**config.mk**
```make
export PLATFORM = sky130hd
export DESIGN_NAME = bin2bcd_seq_flat
export DESIGN_NICKNAME = d
export VERILOG_FILES = /design/src/rtl/bin2bcd_seq_if.sv /design/src/rtl/bin2bcd_seq.sv /design/src/flat_wrapper.sv
export SDC_FILE = /design/constraint.sdc
export NUM_CORES = 1
export LEC_CHECK = 0
export ABC_CLOCK_PERIOD_IN_PS = 5600
export CAP_MARGIN = 20
export CORE_MARGIN = 2
export CORE_UTILIZATION = 45
export CTS_BUF_LIST = sky130_fd_sc_hd__clkbuf_8
export DETAILED_ROUTE_END_ITERATION = 12
export DONT_BUFFER_PORTS = 1
export RECOVER_POWER = 100
export SLEW_MARGIN = 20
export SYNTH_ARGS = -nofsm -noshare
export SYNTH_HDL_FRONTEND = slang
export SYNTH_SLANG_ARGS = --single-unit
```
**constraint.sdc**
```tcl
create_clock -name clk -period 5.6 [get_ports clk]
set_input_delay 1.12 -clock clk [delete_from_list [all_inputs] [get_ports clk]]
set_output_delay 1.12 -clock clk [all_outputs]
set_load 0.1 [all_outputs]
```
**src/rtl/bin2bcd_seq_if.sv**
```systemverilog
// Register-tap to display bus: 32-bit binary value in, packed BCD digits plus status out.
`timescale 1ns/1ps
interface bin2bcd_seq_if;
    localparam int unsigned DATA_W = 32;

    logic [DATA_W-1:0] i_data;
    logic              i_start;
    logic [DATA_W-1:0] o_bcd;
    logic              o_ovf;
    logic              o_busy;
    logic              o_valid;

    modport master (
        output i_data, i_start,
        input  o_bcd, o_ovf, o_busy, o_valid
    );

    modport slave (
        input  i_data, i_start,
        output o_bcd, o_ovf, o_busy, o_valid
    );
endinterface

```
**src/rtl/bin2bcd_seq.sv**
```systemverilog
// Sequential 32-bit binary to 8-digit packed BCD converter (shift-add-3, one bit per clock).
// Ten digits are built internally; the top two only feed the overflow flag.
`timescale 1ns/1ps
module bin2bcd_seq #(
    parameter bit          AUTO  = 1'b1,
    parameter int unsigned WIDTH = 32
) (
    input logic           clk,
    input logic           rst,
    bin2bcd_seq_if.slave  bus
);
    localparam int unsigned DIGITS = 10;
    localparam int unsigned BCD_W  = 4 * DIGITS;
    localparam int unsigned OUT_W  = 32;
    localparam int unsigned CNT_W  = $clog2(WIDTH);

    typedef enum logic [1:0] {
        IDLE  = 2'd0,
        SHIFT = 2'd1,
        DONE  = 2'd2
    } state_e;

    state_e               state_q, state_d;
    logic [WIDTH-1:0]     bin_q, bin_d;
    logic [WIDTH-1:0]     last_q, last_d;
    logic [BCD_W-1:0]     bcd_sr_q, bcd_sr_d;
    logic [CNT_W-1:0]     cnt_q, cnt_d;
    logic [OUT_W-1:0]     bcd_q, bcd_d;
    logic                 ovf_q, ovf_d;
    logic                 busy_q, busy_d;
    logic                 valid_q, valid_d;

    logic                 trigger_c;
    logic                 last_iter_c;
    logic [BCD_W-1:0]     adj_c;

    // Pre-shift correction: any digit >= 5 would exceed 9 after doubling.
    function automatic logic [BCD_W-1:0] add3(input logic [BCD_W-1:0] v);
        logic [BCD_W-1:0] r;
        r = v;
        for (int i = 0; i < int'(DIGITS); i++) begin
            if (v[4*i +: 4] >= 4'd5) begin
                r[4*i +: 4] = v[4*i +: 4] + 4'd3;
            end
        end
        return r;
    endfunction

    assign trigger_c   = (state_q == IDLE) &&
                         (bus.i_start || (AUTO && (bus.i_data != last_q)));
    assign last_iter_c = (cnt_q == CNT_W'(WIDTH - 1));
    assign adj_c       = add3(bcd_sr_q);

    // State register
    always_ff @(posedge clk or posedge rst) begin
        if (rst) begin
            state_q <= IDLE;
        end else begin
            state_q <= state_d;
        end
    end

    // Next-state logic
    always_comb begin
        state_d = state_q;
        case (state_q)
            IDLE:    if (trigger_c) state_d = SHIFT;
            SHIFT:   if (last_iter_c) state_d = DONE;
            DONE:    state_d = IDLE;
            default: state_d = IDLE;
        endcase
    end

    // Datapath and output next values
    always_comb begin
        bin_d    = bin_q;
        last_d   = last_q;
        bcd_sr_d = bcd_sr_q;
        cnt_d    = cnt_q;
        bcd_d    = bcd_q;
        ovf_d    = ovf_q;
        busy_d   = busy_q;
        valid_d  = 1'b0;
        case (state_q)
            IDLE: begin
                if (trigger_c) begin
                    bin_d    = bus.i_data;
                    last_d   = bus.i_data;
                    bcd_sr_d = '0;
                    cnt_d    = '0;
                    busy_d   = 1'b1;
                end
            end
            SHIFT: begin
                {bcd_sr_d, bin_d} = {adj_c, bin_q} << 1;
                cnt_d             = cnt_q + CNT_W'(1);
            end
            DONE: begin
                bcd_d   = bcd_sr_q[OUT_W-1:0];
                ovf_d   = |bcd_sr_q[BCD_W-1:OUT_W];
                valid_d = 1'b1;
                busy_d  = 1'b0;
            end
            default: begin
                busy_d = 1'b0;
            end
        endcase
    end

    // Datapath registers
    always_ff @(posedge clk or posedge rst) begin
        if (rst) begin
            bin_q    <= '0;
            last_q   <= '0;
            bcd_sr_q <= '0;
            cnt_q    <= '0;
            bcd_q    <= '0;
            ovf_q    <= 1'b0;
            busy_q   <= 1'b0;
            valid_q  <= 1'b0;
        end else begin
            bin_q    <= bin_d;
            last_q   <= last_d;
            bcd_sr_q <= bcd_sr_d;
            cnt_q    <= cnt_d;
            bcd_q    <= bcd_d;
            ovf_q    <= ovf_d;
            busy_q   <= busy_d;
            valid_q  <= valid_d;
        end
    end

    assign bus.o_bcd   = bcd_q;
    assign bus.o_ovf   = ovf_q;
    assign bus.o_busy  = busy_q;
    assign bus.o_valid = valid_q;

endmodule

```
**src/flat_wrapper.sv**
```systemverilog
// flat-port wrapper written by rule: the top's interface ports become plain ports
module bin2bcd_seq_flat 
#(
    parameter bit          AUTO  = 1'b1,
    parameter int unsigned WIDTH = 32
)
  (clk, rst, bus_i_data, bus_i_start, bus_o_bcd, bus_o_ovf, bus_o_busy, bus_o_valid);
  bin2bcd_seq_if bus_i ();
  input logic clk;
  input logic rst;
  input wire logic [$bits(bus_i.i_data)-1:0] bus_i_data;
  input wire logic [$bits(bus_i.i_start)-1:0] bus_i_start;
  output wire logic [$bits(bus_i.o_bcd)-1:0] bus_o_bcd;
  output wire logic [$bits(bus_i.o_ovf)-1:0] bus_o_ovf;
  output wire logic [$bits(bus_i.o_busy)-1:0] bus_o_busy;
  output wire logic [$bits(bus_i.o_valid)-1:0] bus_o_valid;
  assign bus_i.i_data = bus_i_data;
  assign bus_i.i_start = bus_i_start;
  assign bus_o_bcd = bus_i.o_bcd;
  assign bus_o_ovf = bus_i.o_ovf;
  assign bus_o_busy = bus_i.o_busy;
  assign bus_o_valid = bus_i.o_valid;
  bin2bcd_seq #(.AUTO(AUTO), .WIDTH(WIDTH)) u_core (.clk(clk), .rst(rst), .bus(bus_i));
endmodule
```
* Word-level counts from Yosys, hierarchy flattened *
Index checks and enable logic that the tools add are counted.

storage, ports and cells
  output and inout bits = 35
  register bits = 146
  input port bits = 35
  logic and storage cells = 68

cells by class
  equal/unequal tests = 6
  $add $sub $neg = 11
  bitwise logic cells = 1
  reductions and logical operators = 9
  multiplexer cells = 22
  $lt $le $gt $ge = 10

operator list
  kind                                                                    number
  40-bit one-hot mux with 2 select lines                                  1
  32-bit one-hot mux with 2 select lines                                  1
  4-bit by 3-bit >= comparator with 1-bit output (second input constant)  10
  40-bit two-way mux                                                      1
  4-bit by 2-bit adder with 4-bit output (second input constant)          9
  4-bit two-way mux                                                       9
  32-bit two-way mux                                                      1
  32-bit != test                                                          1
  5-bit one-hot mux with 2 select lines                                   1
  2-bit AND reduction                                                     4
  8-bit OR reduction                                                      1
  5-bit by 1-bit adder with 5-bit output (second input constant)          1
  5-bit == test (second input constant)                                   1
  5-bit two-way mux                                                       1
  2-bit two-way mux                                                       2
  2-bit by 1-bit != test with 1-bit output (second input constant)        2
  2-bit one-hot mux with 2 select lines                                   1
  3-bit by 2-bit adder with 3-bit output (second input constant)          1
  3-bit two-way mux                                                       1
  2-bit by 1-bit == test with 1-bit output (second input constant)        1
  2-bit == test (second input constant)                                   1
  2-bit logical NOT                                                       1
  1-bit two-way mux                                                       2
  1-bit one-hot mux with 2 select lines                                   1
  other kinds (4)                                                         4

* Depth between registers and ports, before layout *
  depth in word-level cells = 5
  depth in mapped cells = 8
  gate-level depth less buffers = 7

* Worst setup path before layout *
No wires, ideal clock.

  kind = input to register
  from = input bus_i_data[1]
  to = register u_core.last_q[0]
  arrival = 2.800 ns
  stages on the path = 8
  data required time = 5.473 ns
  slack = 2.673 ns
  path through = nor2b_1 -> a2111oi_0 -> nand4_1 -> or3_1 -> buf_2 -> nand2_4 -> buf_6 -> mux2_1

between the ends
  longest elaborated chain between the ends = 4

RTL lines
  element                        line                source
  from (decl)                    flat_wrapper.sv:11  input wire logic [$bits(bus_i.i_data)-1:0] bus_i_data;
  32-bit != test                 bin2bcd_seq.sv:50   (bus.i_start || (AUTO && (bus.i_data != last_q)));
  1-bit logical OR               bin2bcd_seq.sv:50
  1-bit logical AND              bin2bcd_seq.sv:49   assign trigger_c = (state_q == IDLE) &&
  2-bit AND reduction (no line)  n/a
  to (signal assigned)           bin2bcd_seq.sv:123  last_q <= last_d;
  to (decl)                      bin2bcd_seq.sv:25   logic [WIDTH-1:0] last_q, last_d;

Every way passes these cells.
A chain may end at the register's enable or synchronous reset.

* Final worst setup path *
  from = input bus_i_data[28]
  to = register u_core.last_q[0]

Same word-level chain as after synthesis.

==> metrics.csv <==
stage,metric,value,unit
run_status,status,"complete, but fails checks",
run_status,violations,"max-capacitance violations, max-slew violations",
cts,ctsHoldBuffers,0,
cts,clock-sinks,146,
sta,finalWorstSetupSlack,1560,ps
yosys,async_flop_share,100,%
setup_path,critPathKind,primary input to flip-flop,
cts,clk_pin_slew,70,ps
placement,dp_hpwl,9970,um
cts,cts_made_buffers,17,
setup_path,critPathMaxFanout,37,
yosys,synth_most_common_cell,dfrtp_1,
grt,grt_pass1_wl,25700,um
yosys,synth_compound_area_share,17.3,%
floorplan,io_pins,70,
yosys,yosysTopAreaCellShare,52.0,%
layout,design_area,0.00763,mm2
sta,rsz0062_at_grt,false,
cts,cts_setup_buffers,0,
pwr,seq_power_share,61.6,%
yosys,ys_types,41,
yosys,synth.area.top_cells,"dfrtp_1, mux2_2, o22ai_1, ha_1, a22o_1",
yosys,postSynthNetCount,681,
cts,ctsResizeCount,0,
floorplan,die_h,129,um
yosys,synth_warnings,0,
setup_path,cp-end-kind,flip-flop,
yosys,synth-seq-area-share,52.0,%
pwr,total_power,3.56,mW
sta,setup_tns,0,ps
yosys,synth_edf_count,0,
yosys,yosys.area_share.simple,6.82,%
yosys,synth_top_family_by_area,compound AO/OA/AOI/OAI gates,
pwr,power.density,466,mW/mm2
yosys,synth-main-ff-cell,dfrtp_1,
setup_path,cp_data_arrival_time,4360,ps
pwr,power.leakage,3.44,nW
pwr,swShare,43.9,%
grt,grt_max_degree,88,
routing,totalWireLength,15300,um
yosys,synth_mux_area_share,11.5,%
floorplan,fp.dieW,129,um
layout,drive_above_1_share,12.5,%
pwr,power_frac_clock,24.7,%
yosys,synth_area,0.00703,mm2
sta,finClkSkew,12.0,ps
hold_path,min_path_type,flip-flop to flip-flop,
pwr,p_int,2.00,mW
floorplan,core-area,0.0153,mm2
layout,finish.utilization,50.0,%
yosys,synthCells,622,
routing,firstDrtPassIters,4,
setup_path,critPathLaunchType,primary input,
routing,vias,4747,
layout,area_delta_synth_final,8.62,%
layout,fill_cells,1366,
yosys,avgSynthCellArea,11.3,um2
routing,routed_via_density,5.67,
setup_path,r2r_slack,1830,ps
layout,fin_cells,837,
placement,portBuffers,0,
pwr,p_switching,1.56,mW
grt,gr-total-overflow,0,
sta,hold_viol,0,
routing,ant_nets,0,
yosys,yosysTopAreaCell,dfrtp_1,
sta,period_needed,4040,ps
cts,cts-root-buf,clkbuf_8,
cts,clock_latency,440,ps
grt,antenna_found_initial,0,
yosys,synth_common_cells,"dfrtp_1, o22ai_1, a21oi_1, mux2_2, a22o_1",
cts,h-tree-depth,4,
sta,fmax,247,MHz
grt,track_usage,19.8,%
grt,grt_pass1_vias,5192,
yosys,synthAdderAreaFrac,4.27,%
flow_run,maxCapViolations,2,
placement,routabilityCongestion,0.756,
routing,drtIter0Drc,219,
sta,period_share,72.2,%
placement,place_area,0.00724,mm2
pwr,peakVddDrop,0.000247,V
yosys,ys_ff_latch,146,
sta,worst_hold_slack,514,ps
sta,setup_viol,0,
cts,clockBufferDepth,2,
routing,wl_per_cell,18.3,um
placement,post-place-ws,2030,ps
setup_path,worstPathRequired,5920,ps
sta,slew_headroom,-21.8,%
placement,placed_cells,807,
floorplan,die-area,0.0166,mm2
yosys,synth-xor-area-share,4.36,%
sta,drv_slew,79,
cts,cts_tree,built,
floorplan,core.rowCount,45,
layout,nets,674,
routing,route.detailed.drc,0,
layout,antenna_cells,0,
sta,tightest_slew,1830,ps
pwr,p_comb_share,13.7,%
floorplan,start_util,46.1,%
-- sequential cells by signal (all words and copies together), names as in the netlist --
| register | flops |
|---|---|
| u_core.cnt_q | 5 |
| u_core.bus.o_busy | 1 |
| u_core.bin_q | 32 |
| u_core.last_q | 32 |
| u_core.state_q | 2 |
| u_core.bus.o_ovf | 1 |
| u_core.bus.o_valid | 1 |
| u_core.bus.o_bcd | 32 |
| u_core.bcd_sr_q | 40 |
-- path summary, 6_finish.rpt --
| kind | from | end | cells after the start |
|---|---|---|---|
| setup / recovery | bus_i_data[28] | u_core.last_q[0] | 7 |
| hold / removal | u_core.last_q[14] | u_core.last_q[14] | 1 |
| setup reg to reg | u_core.last_q[28] | u_core.last_q[0] | 7 |
| hold reg to reg | u_core.last_q[14] | u_core.last_q[14] | 1 |
| max in group asynchronous | rst | u_core.bus.o_bcd[11] | 2 |
| min in group asynchronous | rst | u_core.last_q[25] | 1 |
-- layout by cell type (no fill, tap or decap), drive strengths merged, types with 2 or more instances in the layout --
cell and n:
mux2 62, nand2b 13, bufinv 3, inv 33, o22ai 62, ha 24
clkbuf 25, nand3 4, o21ai 23, a21oi 51, nor3b 9, nor4 4
nand4 3, a21o 10, mux2i 11, and3 2, xnor2 11, xor2 24
nor3 4, nor2b 4, nand2 23, nor2 24, dfrtp 146, buf 4
a22o 34
-- power groups by stage --
stage | Combinational [mW] | Sequential (mW) | Clock [mW]
detailed placement | 0.493 | 2.22 | 0
finish | 0.487 | 2.19 | 0.880
global placement | 0.458 | 2.21 | 0
CTS | 0.495 | 2.20 | 0.903
floorplan | 0.421 | 2.16 | 0
global route | 0.559 | 2.22 | 0.946
-- layout make-up --
type	instances	area [um2]	area share, %
Tap cell	211	264	3.46
Timing Repair Buffer	6	37.5	0.492
Inverter	30	118	1.54
Multi-Input combinational cell	414	3140	41.1
Clock buffer	23	317	4.15
Sequential cell	146	3650	47.9
Clock inverter	7	106	1.39
-- per-layer routing --
metal	up-vias	wire, um	global-route usage (%)
met3	15	768	5.82
met4	0	241	6.39
met2	92	7770	35.0
li1	2253	-	-
met5	-	0	0
met1	2387	6510	23.1
-- kinds of logic after synthesis --
family / after synthesis
AOI/OAI and AO/OA: 189
xor gates and xnor gates: 35
adders and majority gates: 24
buffers and inverters: 62
DFF: 146
muxes: 73
and+or+nand+nor: 93
-- critical path, cell delays in order --
cell and delay [ps]:
xor2_1 260, nor4_1 100, nand4_1 200, or3_1 200, clkbuf_1 1340, nand2_4 610, mux2_1 530
Power figures use the tool's default switching activity.
